==> config.mk <==
export PLATFORM = sky130hd
export DESIGN_NAME = i2c_burst_seq
export DESIGN_NICKNAME = d
export VERILOG_FILES = /design/src/rtl/i2c_burst_seq.sv
export SDC_FILE = /design/constraint.sdc
export NUM_CORES = 1
export LEC_CHECK = 0
export ABC_AREA = 1
export BUFFER_PORTS_ARGS = -buffer_cell sky130_fd_sc_hd__buf_4
export CORE_MARGIN = 5
export CORE_UTILIZATION = 30
export CTS_CLUSTER_DIAMETER = 40
export DETAILED_ROUTE_END_ITERATION = 6
export RECOVER_POWER = 50
export SETUP_SLACK_MARGIN = 0.05
export SLEW_MARGIN = 20
export SYNTH_ARGS = -nofsm -noshare
export SYNTH_HDL_FRONTEND = slang
export SYNTH_SLANG_ARGS = --single-unit
==> constraint.sdc <==
create_clock -name sys_clk -period 1.8 [get_ports sys_clk]
set_clock_uncertainty 0.05 [all_clocks]
set_input_delay 0.36 -clock sys_clk [delete_from_list [all_inputs] [get_ports sys_clk]]
set_output_delay 0.36 -clock sys_clk [all_outputs]
set_load 0.005 [all_outputs]
==> src/rtl/i2c_burst_seq.sv <==
// Paced I2C byte-burst sequencer: GAP_CYC idle cycles then one i2c_start per beat, i2c_end advances; no backpressure.
// Read bytes buffer in a BURST_LEN FIFO drained every DRAIN_WAIT cycles; I2C_BURST_SEQ_CHECK_EN enables read-back compare into err_cnt.
module i2c_burst_seq #(
  parameter int unsigned BURST_LEN   = 10,
  parameter int unsigned GAP_CYC     = 5000,
  parameter logic [15:0] START_ADDR  = 16'h0066,
  parameter logic [7:0]  DATA_INIT   = 8'h01,
  parameter int unsigned DRAIN_WAIT  = 500000,
  parameter int unsigned TIMEOUT_CYC = 1000000
) (
  input  logic        sys_clk,
  input  logic        sys_rst,
  input  logic        write,
  input  logic        read,
  input  logic [7:0]  rd_data,
  input  logic        i2c_end,
  output logic        i2c_start,
  output logic        wr_en,
  output logic        rd_en,
  output logic [15:0] byte_addr,
  output logic [7:0]  wr_data,
  output logic        busy,
  output logic        err,
  output logic [7:0]  err_cnt,
  output logic [7:0]  fifo_data,
  output logic        fifo_valid
);

  typedef enum logic [1:0] {IDLE, GAP, XFER, DRAIN} state_t;

  localparam int unsigned MAX_A = (GAP_CYC > DRAIN_WAIT) ? GAP_CYC : DRAIN_WAIT;
  localparam int unsigned MAX_C = (MAX_A > TIMEOUT_CYC) ? MAX_A : TIMEOUT_CYC;
  localparam int TW = $clog2(MAX_C + 1);
  localparam int AW = (BURST_LEN > 1) ? $clog2(BURST_LEN) : 1;
  localparam logic [TW-1:0] GAP_LAST   = TW'(GAP_CYC - 1);
  localparam logic [TW-1:0] DRAIN_LAST = TW'(DRAIN_WAIT - 1);
  localparam logic [TW-1:0] TO_LAST    = TW'(TIMEOUT_CYC - 1);
  localparam logic [7:0]    BEAT_LAST  = 8'(BURST_LEN - 1);

  state_t        state;
  logic [TW-1:0] tmr;
  logic [7:0]    beat_cnt;
  logic [7:0]    mem [BURST_LEN];
  logic [AW-1:0] wr_ptr;
  logic [AW-1:0] rd_ptr;
  logic [7:0]    fifo_cnt;
  logic          accept;
  logic          pop;
  logic [7:0]    pop_dat;

  assign accept  = (state == IDLE) && (write || read);
  assign pop     = (state == DRAIN) && (tmr == DRAIN_LAST);
  assign pop_dat = mem[rd_ptr];

  always_ff @(posedge sys_clk) begin
    if (!sys_rst && state == XFER && i2c_end && rd_en) begin
      mem[wr_ptr] <= rd_data;
    end
  end

  // One shared timer: reloaded to 0 on every state entry and every beat/pop.
  always_ff @(posedge sys_clk) begin
    if (sys_rst) begin
      state      <= IDLE;
      tmr        <= '0;
      beat_cnt   <= 8'd0;
      wr_ptr     <= '0;
      rd_ptr     <= '0;
      fifo_cnt   <= 8'd0;
      i2c_start  <= 1'b0;
      wr_en      <= 1'b0;
      rd_en      <= 1'b0;
      busy       <= 1'b0;
      err        <= 1'b0;
      fifo_valid <= 1'b0;
      fifo_data  <= 8'd0;
      byte_addr  <= START_ADDR;
      wr_data    <= DATA_INIT;
    end else begin
      i2c_start  <= 1'b0;
      fifo_valid <= 1'b0;
      case (state)
        IDLE: begin
          if (accept) begin
            wr_en    <= write;
            rd_en    <= !write;
            err      <= 1'b0;
            busy     <= 1'b1;
            state    <= GAP;
            tmr      <= '0;
            beat_cnt <= 8'd0;
            wr_ptr   <= '0;
            rd_ptr   <= '0;
            fifo_cnt <= 8'd0;
          end
        end
        GAP: begin
          if (tmr == GAP_LAST) begin
            i2c_start <= 1'b1;
            state     <= XFER;
            tmr       <= '0;
          end else begin
            tmr <= tmr + TW'(1);
          end
        end
        XFER: begin
          if (i2c_end) begin
            tmr       <= '0;
            beat_cnt  <= beat_cnt + 8'd1;
            byte_addr <= byte_addr + 16'd1;
            if (wr_en) wr_data <= wr_data + 8'd1;
            if (rd_en) begin
              wr_ptr   <= wr_ptr + AW'(1);
              fifo_cnt <= fifo_cnt + 8'd1;
            end
            if (beat_cnt == BEAT_LAST) begin
              wr_en <= 1'b0;
              rd_en <= 1'b0;
              if (rd_en) begin
                state <= DRAIN;
              end else begin
                state     <= IDLE;
                busy      <= 1'b0;
                byte_addr <= START_ADDR;
                wr_data   <= DATA_INIT;
              end
            end else begin
              state <= GAP;
            end
          end else if (tmr == TO_LAST) begin
            // Controller never answered: abandon the burst and drop buffered bytes.
            err       <= 1'b1;
            wr_en     <= 1'b0;
            rd_en     <= 1'b0;
            busy      <= 1'b0;
            state     <= IDLE;
            tmr       <= '0;
            byte_addr <= START_ADDR;
            wr_data   <= DATA_INIT;
            wr_ptr    <= '0;
            rd_ptr    <= '0;
            fifo_cnt  <= 8'd0;
          end else begin
            tmr <= tmr + TW'(1);
          end
        end
        DRAIN: begin
          if (pop) begin
            fifo_valid <= 1'b1;
            fifo_data  <= pop_dat;
            rd_ptr     <= rd_ptr + AW'(1);
            fifo_cnt   <= fifo_cnt - 8'd1;
            tmr        <= '0;
            if (fifo_cnt == 8'd1) begin
              state     <= IDLE;
              busy      <= 1'b0;
              byte_addr <= START_ADDR;
              wr_data   <= DATA_INIT;
            end
          end else begin
            tmr <= tmr + TW'(1);
          end
        end
        default: state <= IDLE;
      endcase
    end
  end

`ifdef I2C_BURST_SEQ_CHECK_EN
  logic [7:0] exp_byte;

  always_ff @(posedge sys_clk) begin
    if (sys_rst || accept) begin
      err_cnt  <= 8'd0;
      exp_byte <= DATA_INIT;
    end else if (pop) begin
      exp_byte <= exp_byte + 8'd1;
      if (pop_dat != exp_byte && err_cnt != 8'hFF) err_cnt <= err_cnt + 8'd1;
    end
  end
`else
  assign err_cnt = 8'd0;
`endif

endmodule
==> flow_summary.json <==
{
  "result_of_the_run": "finished, final reports clean",
  "global_route_wire_length_before_repair_um": 33470,
  "final_layout_size_suffix_gt1_share_pct": 23.07,
  "cp.arrival_ps": 2000,
  "vias_per_cell": 4.744,
  "area.growth.synth_to_final_pct": 27.74,
  "hold_viol": 0,
  "cts_max_level": 4,
  "top_level_ports": 59,
  "initial_core_util_pct": 30.16,
  "yosys.area.top_type": "sky130_fd_sc_hd__edfxtp_1",
  "drt_first_pass_iters": 5,
  "antennaDiodeCount": 0,
  "grt_usage_pct": 13.31,
  "ff2ff_path_depth": 7,
  "vdd_drop_max_mv": 0.6837,
  "worst_slack_ps": 67.99,
  "first_global_vias": 6596,
  "globalRoute.totalOverflow": 0,
  "critical_path_peak_fanout": 5,
  "period_share_pct": 96.22,
  "cts.root.buffer_cell": "sky130_fd_sc_hd__clkbuf_16",
  "drc_violation_total_after_the_first_tritonroute_iteration": 551,
  "pre_cts_slack_ps": -75.54,
  "nets": 1153,
  "yosys_most_used_dff": "sky130_fd_sc_hd__dfxtp_1",
  "drc": 0,
  "die_y_um": 173.7,
  "cts_sinks": 164,
  "synth_enable_flop_cells": 80,
  "r2r-start": "state[0]",
  "wirelength_um": 20610,
  "timing.rr.end": "state[0]",
  "power_leakage_nw": 4.016,
  "worst_hold_path.num_cells": 4,
  "layout.core_utilization_pct": 38.53,
  "vias": 7026,
  "core_area_sq_um": 26650,
  "clock_insertion_delay_at_the_later_pin_of_the_skew_report_ps": 430,
  "yosys_warnings": 0,
  "ant_nets": 0,
  "power_density_nw_per_um2": 1011,
  "async_reset_ff_share_pct": 0,
  "syn-instance-count": 1009,
  "core.rowCount": 60,
  "required_time_worst_endpoint_ps": 2070,
  "achievable-frequency_mhz": 577.4,
  "synth_area_sq_um": 8039,
  "timing.final.crit_period_ps": 1732,
  "portBuffers": 50,
  "syn_area_per_cell_sq_um": 7.967,
  "synthDominantCellAreaShare_pct": 29.88,
  "hpwlAfterDp_um": 14520,
  "ctsLongestPathBuffers": 2,
  "hold_start": "write",
  "critPathKind": "flop to flop",
  "gp_congestion": 0.8601,
  "final-max-slew-violation-count": 0,
  "number_of_cts_inserted_buffers": 17,
  "fp.dieArea_sq_um": 30170,
  "finalSetupTns_ps": 0,
  "grt_setup_unrepaired": "yes",
  "hold_path_end": "rd_en",
  "timing.max_cap.violations": 0,
  "setup_viol": 0,
  "rrSetupSlack_ps": 70,
  "wire_per_inst_um": 13.92,
  "largest_cells_by_area_after_synthesis": "sky130_fd_sc_hd__edfxtp_1 (30%), sky130_fd_sc_hd__dfxtp_1 (21%), sky130_fd_sc_hd__nand2_1 (9.3%)",
  "layout.filler_cells": 2695,
  "yosys.cell_types.count": 44,
  "antenna_found_initial": 0,
  "clk_pin_slew_ps": 80,
  "cts_tree": "done",
  "timing.critical_path.to_type": "flop",
  "grt_start_max_net_pins": 33,
  "fin_total_pwr_mw": 10.38,
  "start_kind": "flop",
  "min-delay-path-class": "primary input to flop",
  "postSynthRegisterBits": 164,
  "die_width_um": 173.7,
  "synth_seq_area_share_pct": 50.80
}
[cells by family after synthesis]
kind of cell / after synthesis / share of synthesized area [%]
buffers and inverters: 151 / 7.751
other: 1 / 0.04665
XOR/XNOR: 9 / 0.9806
AND/OR/NAND/NOR: 472 / 24.90
adder cells (fa/ha/maj): 13 / 2.023
flip-flops: 164 / 50.80
AO/OA/AOI/OAI: 199 / 13.49
[worst max-delay path, stage by stage (launching register included)]
cell and delay [ps]:
sky130_fd_sc_hd__dfxtp_2 420, sky130_fd_sc_hd__nor2_4 60, sky130_fd_sc_hd__nand2_2 90, sky130_fd_sc_hd__clkbuf_1 300
sky130_fd_sc_hd__nor2_1 160, sky130_fd_sc_hd__or3_1 340, sky130_fd_sc_hd__o21ai_1 150, sky130_fd_sc_hd__inv_1 60
[per-stage QoR]
| stage | area (sq um) | hold slack (ps) | instances |
|---|---|---|---|
| after CTS | 10050 | 118.2 | 1477 |
| after detailed placement | 9348 | 400.2 | 1445 |
| final | 10270 | 229.5 | 1481 |
| after global placement | 9348 | 402.4 | 1445 |
| after floorplan | 8143 | 396.6 | 1016 |
| after global routing | 10270 | 237.3 | 1481 |
[cell usage after synthesis (all sizes together) (3+ instances only)]
library cell / number
a21boi: 4
a21oi: 56
buf: 22
clkbuf: 21
dfxtp: 84
edfxtp: 80
ha: 13
inv: 106
nand2: 207
nand3: 68
nand4: 10
nor2: 159
nor3: 17
nor3b: 3
o211ai: 9
o21ai: 107
o221ai: 8
o22ai: 9
or2: 3
xnor2: 3
xor2: 6
[registers in the layout, indices dropped and copies added (netlist names)]
signal      flops
mem            80
tmr            20
byte_addr      16
beat_cnt        8
fifo_cnt        8
fifo_data       8
wr_data         8
rd_ptr          4
wr_ptr          4
state           2
busy            1
err             1
fifo_valid      1
i2c_start       1
rd_en           1
wr_en           1
[report_power, final]
| part | internal, mW | switching [mW] | total (mW) |
|---|---|---|---|
| clock | 1.91 | 1.83 | 3.73 |
| combinational | 0.902 | 1.59 | 2.49 |
| sequential | 4.03 | 0.126 | 4.15 |
[routing by layer]
metal	part of all wire [%]	track usage (%)	up-vias
li1	-	-	3583
met1	47	18.09	3276
met2	48	22.01	150
met3	4.4	2.159	17
met4	1.1	3.827	0
met5	0	0	-
[what timing repair did]
| action | 4_1_cts | 5_1_grt |
|---|---|---|
| hold buffers | 0 | 0 |
| pin swaps | 7 | 28 |
| gates cloned | 0 | 0 |
| hold endpoints to repair | 0 | 0 |
| gates resized for setup | 31 | 85 |
| setup buffers | 0 | 4 |
| endpoints found under the setup margin | 45 | 130 |
[area by class of cell]
| class | instances | area (sq um) | share of cell area (%) |
|---|---|---|---|
| Clock buffer | 17 | 425.4 | 4.143 |
| Tap cell | 341 | 426.7 | 4.155 |
| Inverter | 108 | 407.9 | 3.972 |
| Sequential cell | 164 | 4116 | 40.09 |
| Clock inverter | 15 | 186.4 | 1.816 |
| Timing Repair Buffer | 135 | 993.5 | 9.675 |
| Multi-Input combinational cell | 701 | 3712 | 36.15 |
[how the worst max path moves through the flow]
stage | startpoint | to | slack [ps] | depth (start not counted)
after floorplan | tmr[0] | byte_addr[5] | 70 | 9
after global placement | fifo_cnt[3] | state[0] | -50 | 7
after detailed placement | tmr[0] | fifo_cnt[6] | -80 | 10
after CTS | tmr[1] | tmr[11] | 40 | 10
after global routing | state[1] | beat_cnt[6] | -50 | 12
final | state[0] | state[0] | 70 | 7
[cells in the final DEF, fill, tap and decap left out, types with 17 or more instances in the layout]
master / instances
sky130_fd_sc_hd__edfxtp_1: 80
sky130_fd_sc_hd__a21oi_1: 55
sky130_fd_sc_hd__clkbuf_4: 26
sky130_fd_sc_hd__nor2_2: 22
sky130_fd_sc_hd__dfxtp_1: 68
sky130_fd_sc_hd__o21ai_0: 93
sky130_fd_sc_hd__nand3_1: 61
sky130_fd_sc_hd__inv_1: 95
sky130_fd_sc_hd__nand2_1: 185
sky130_fd_sc_hd__clkbuf_1: 18
sky130_fd_sc_hd__buf_4: 83
sky130_fd_sc_hd__clkbuf_16: 17
sky130_fd_sc_hd__nor2_1: 119
sky130_fd_sc_hd__nor2_4: 18
(Power assumes the default switching activity.)
